===== src/rtl/deserializador_bc.sv =====
// Comma-aligned serial-to-parallel receiver: hunts for the COMMA symbol at any
// bit offset, confirms alignment over LOCK_CNT bytes, then emits data bytes.
module deserializador_bc #(
  parameter logic [7:0]  COMMA    = 8'hBC,
  parameter int unsigned LOCK_CNT = 4
) (
  input  logic       clk_32f,
  input  logic       reset,
  input  logic       data_in,
  output logic [7:0] data_out,
  output logic       valid_out,
  output logic       active
);

  localparam int unsigned LCW = (LOCK_CNT < 2) ? 1 : $clog2(LOCK_CNT + 1);

  typedef enum logic [1:0] {
    HUNT   = 2'd0,
    ALIGN  = 2'd1,
    ACTIVE = 2'd2
  } state_e;

  state_e           state_q, state_d;
  logic [7:0]       sr_q, sr_d;
  logic [2:0]       cnt_q, cnt_d;
  logic [LCW-1:0]   lock_q, lock_d;
  logic [7:0]       data_q, data_d;
  logic             valid_q, valid_d;
  logic             active_q, active_d;

  logic [7:0]       cand;
  logic             isComma;
  logic             byteDone;
  logic [LCW-1:0]   lockInc;

  // The byte under test includes the bit arriving on this edge, so alignment
  // and data capture happen with no extra pipeline stage.
  always_comb begin
    cand     = {sr_q[6:0], data_in};
    isComma  = (cand == COMMA);
    byteDone = (cnt_q == 3'd7);
    lockInc  = lock_q + LCW'(1);

    state_d  = state_q;
    sr_d     = cand;
    cnt_d    = cnt_q + 3'd1;
    lock_d   = lock_q;
    data_d   = data_q;
    valid_d  = 1'b0;
    active_d = active_q;

    case (state_q)
      HUNT: begin
        if (isComma) begin
          cnt_d  = 3'd0;
          lock_d = LCW'(1);
          if (LOCK_CNT <= 1) begin
            state_d  = ACTIVE;
            active_d = 1'b1;
          end else begin
            state_d = ALIGN;
          end
        end
      end

      ALIGN: begin
        if (byteDone) begin
          if (isComma) begin
            lock_d = lockInc;
            if (lockInc >= LCW'(LOCK_CNT)) begin
              state_d  = ACTIVE;
              active_d = 1'b1;
            end
          end else begin
            state_d = HUNT;
            lock_d  = '0;
          end
        end
      end

      ACTIVE: begin
        // Commas on the byte boundary are idle fill and leave data_out alone.
        if (byteDone && !isComma) begin
          data_d  = cand;
          valid_d = 1'b1;
        end
      end

      default: begin
        state_d = HUNT;
      end
    endcase
  end

  always_ff @(posedge clk_32f or negedge reset) begin
    if (!reset) begin
      state_q  <= HUNT;
      sr_q     <= 8'h00;
      cnt_q    <= 3'd0;
      lock_q   <= '0;
      data_q   <= 8'h00;
      valid_q  <= 1'b0;
      active_q <= 1'b0;
    end else begin
      state_q  <= state_d;
      sr_q     <= sr_d;
      cnt_q    <= cnt_d;
      lock_q   <= lock_d;
      data_q   <= data_d;
      valid_q  <= valid_d;
      active_q <= active_d;
    end
  end

  assign data_out  = data_q;
  assign valid_out = valid_q;
  assign active    = active_q;

endmodule

===== config.mk =====
export PLATFORM = sky130hd
export DESIGN_NAME = deserializador_bc
export DESIGN_NICKNAME = d
export VERILOG_FILES = /design/src/rtl/deserializador_bc.sv
export SDC_FILE = /design/constraint.sdc
export NUM_CORES = 1
export LEC_CHECK = 0
export BUFFER_PORTS_ARGS = -buffer_cell sky130_fd_sc_hd__buf_2
export CORE_MARGIN = 2
export CORE_UTILIZATION = 27
export CTS_CLUSTER_SIZE = 12
export DETAILED_ROUTE_END_ITERATION = 8
export GPL_TIMING_DRIVEN = 0
export PLACE_DENSITY = 0.44
export SLEW_MARGIN = 20
export SYNTH_ARGS = -nofsm -noshare
export SYNTH_HDL_FRONTEND = slang
export SYNTH_SLANG_ARGS = --single-unit

===== constraint.sdc =====
create_clock -name clk_32f -period 2.1 [get_ports clk_32f]
set_input_delay 0.63 -clock clk_32f [delete_from_list [all_inputs] [get_ports clk_32f]]
set_output_delay 0.63 -clock clk_32f [all_outputs]
set_load 0.01 [all_outputs]

==> results.yml <==
worst_setup_path:
  path_max_fanout: 6
  critPathRequiredTime_ns: 2.32
  r2r_slack_ns: 0.41
  r2r_end: "active"
  crit_type: "flop to flop"
  rr_worst_depth: 5
  worst_path_max_delay_cell: "dfrtp_1"
  cp-start-kind: "flop"
  path_depth: 5
  path_cells: "ha_1 > ha_1 > nand3b_1 > and4bb_2 > or2_2"
  endpoint_kind: "flop"
  cp_num_buf_inv: 0
  crit_arrival_ns: 1.91
  endpoint: "active"
  crit-reg2reg-launch: "cnt_q[0]"
  crit_top_cell: "ha_1"
  max_stage_delay_ns: 0.41
  startpoint: "cnt_q[0]"
  cp_top_family: "simple AND/OR/NAND/NOR gates"
synthesis:
  synth-compound-area-share_pct: 7.37
  synthAdderAreaFrac_pct: 3.95
  ys_types: 24
  synth-seq-cells: 25
  synthMuxAreaShare_pct: 9.47
  synth_top_family_by_area: "simple AND/OR/NAND/NOR gates"
  yosys.area_share.simple_pct: 10.7
  synth_area_per_cell_sq_um: 14.9
  synth_xor_area_share_pct: 0.921
  yosysTopAreaCellShare_pct: 65.8
  synth_area_leaders: "dfrtp_1 66%, mux2_2 9.5%, ha_1 3.9%"
  yosysWarnings: 0
  synth_cells: 64
  syn_area_sq_um: 951
  yosysTopAreaCell: "dfrtp_1"
  ys_seq_area_share_pct: 65.8
  synth_nets: 70
clock_tree:
  post_cts_buffers: 0
  numCtsBuffers: 3
  cts-resized-gates: 0
  clk_pin_slew_ns: 0.15
  cts_sinks: 25
  cts.root.buffer_cell: "clkbuf_4"
  holdBufCountCts: 0
  clockBufferDepth: 2
  cts_tree: "yes"
  htreeDepth: 1
  clock_latency_ns: 0.32
sta:
  fin_crit_ns: 1.69
  setup_viol: 0
  fmax_mhz: 591
  skew_ns: 0.00512
  period_share_pct: 80.6
  rsz0062_at_grt: "false"
  slew_headroom_pct: 63.8
  worst_pin_slew_ns: 0.543
  hold_slack_ns: 0.261
  slew_violations: 0
  finalSetupTns_ns: 0
  finalHoldViolCount: 0
  setup_slack_ns: 0.408
die:
  start_util_pct: 28.3
  fp.dieArea_sq_um: 4010
  die_y_microns: 63.3
  core-area_sq_um: 3360
  die_width_microns: 63.3
  io_pins: 13
  placementRows: 21
global_routing:
  antenna_found_initial: 0
  grt_pass1_vias: 596
  grt_pass1_wl_microns: 2700
  grt_max_degree: 26
  grtUsageTotal_pct: 8.81
  grt_overflow: 0
route:
  wl_per_cell_microns: 11.9
  detail-route-antenna-nets: 0
  num_vias: 559
  drt-total-wl_microns: 1500
  drt_iter0_markers: 20
  drt_pass1_iterations: 2
  route.detailed.drc: 0
  via_per_inst: 4.44
layout:
  fin_cells: 126
  diodes: 0
  drive_gt1_share_pct: 38.8
  syn2layout_area_growth_pct: 15.7
  mostFrequentLayoutCell: "dfrtp_1"
  most-common-layout-cells: "25 x dfrtp_1, 14 x buf_2, 8 x mux2_2"
  final_nets: 87
  fill_cells: 371
hold_path:
  worstHoldPathType: "primary input to async pin"
status:
  outcome: "finished, final reports clean"
placed_design:
  detailed_place_hpwl_microns: 1040
  portBuffers: 12
  dp_cells: 122
  place.gp.congestion: 0.692
  pre_cts_slack_ns: 0.156
run:
  cap_violations: 0
pwr:
  power.density_nw_per_um2: 743
  peakVddDrop_mv: 0.316
  fin_total_pwr_mw: 0.818
  leakagePower_nw: 0.550
logic make-up (layout without fill, tap and decap cells):
| kind of cell | Yosys count | in the layout |
|---|---|---|
| xor gates and xnor gates | 1 | 1 |
| buffers and inverters | 4 | 20 |
| muxes | 8 | 8 |
| AOI/OAI and AO/OA | 8 | 8 |
| adders and majority gates | 3 | 3 |
| and+or+nand+nor | 15 | 15 |
| DFF | 25 | 25 |
per-layer routing:
metal | global-route usage [%] | routed length, microns
met3 | 2.50 | 66
met5 | 0 | 0
met4 | 4.89 | 25
met1 | 11.0 | 702
met2 | 13.7 | 705
worst register-to-register path: cells and delay by family (launching register included):
kind | cells | cell delay (ns)
AND/OR/NAND/NOR | 3 | 0.76
flip-flops | 1 | 0.41
adder cells (fa/ha/maj) | 2 | 0.42
cells in the mapped netlist (all sizes together):
cell type	number
inv	2
a21oi	2
and3	1
o32ai	1
nand3	1
and4bb	2
ha	3
or2	1
a21o	1
and4b	1
a31o	1
mux2	8
nand2b	1
a32o	1
nor2	2
dfrtp	25
o22ai	1
nand2	2
buf	2
nand3b	2
o211ai	1
xnor2	1
and2	2
state kept, by name, indices dropped and copies added, names as in the netlist:
register   cells
lock_q         3
sr_q           7
state_q        2
active         1
valid_out      1
data_out       8
cnt_q          3
worst min path at each step:
stage	startpoint	endpoint	slack, ns	depth (start not counted)
6_report	reset	data_out[2]	0.26	1
5_1_grt	reset	sr_q[0]	0.29	1
4_1_cts	reset	data_out[2]	0.27	1
3_5_place_dp	sr_q[3]	sr_q[4]	0.38	0
3_3_place_gp	sr_q[0]	sr_q[1]	0.38	0
2_1_floorplan	reset	active	0.33	0
where the power goes:
group | internal (mW) | switching (mW) | total (mW) | leakage [nW]
Clock | 0.0776 | 0.153 | 0.231 | 0.0183
Combinational | 0.0271 | 0.0280 | 0.0551 | 0.206
Sequential | 0.515 | 0.0165 | 0.531 | 0.326
metrics by stage:
stage                     util, %  instance area [sq um]
after global routing         32.7                   1100
after floorplan                 -                    951
final                        32.7                   1100
after global placement       31.8                   1070
after detailed placement     31.8                   1070
after CTS                    32.7                   1100
cell type report:
type / instances / area, sq um / share of cell area (%)
flip-flops and latches: 25 / 626 / 56.9
multi-input cells: 35 / 308 / 28.0
repair buffers: 12 / 60.1 / 5.46
well taps: 46 / 57.6 / 5.23
clock buffers: 3 / 22.5 / 2.05
plain buffers: 2 / 10.0 / 0.910
clock inverters: 1 / 8.76 / 0.796
inverters: 2 / 7.51 / 0.683
Note: power is estimated with default switching activity, not from simulation.
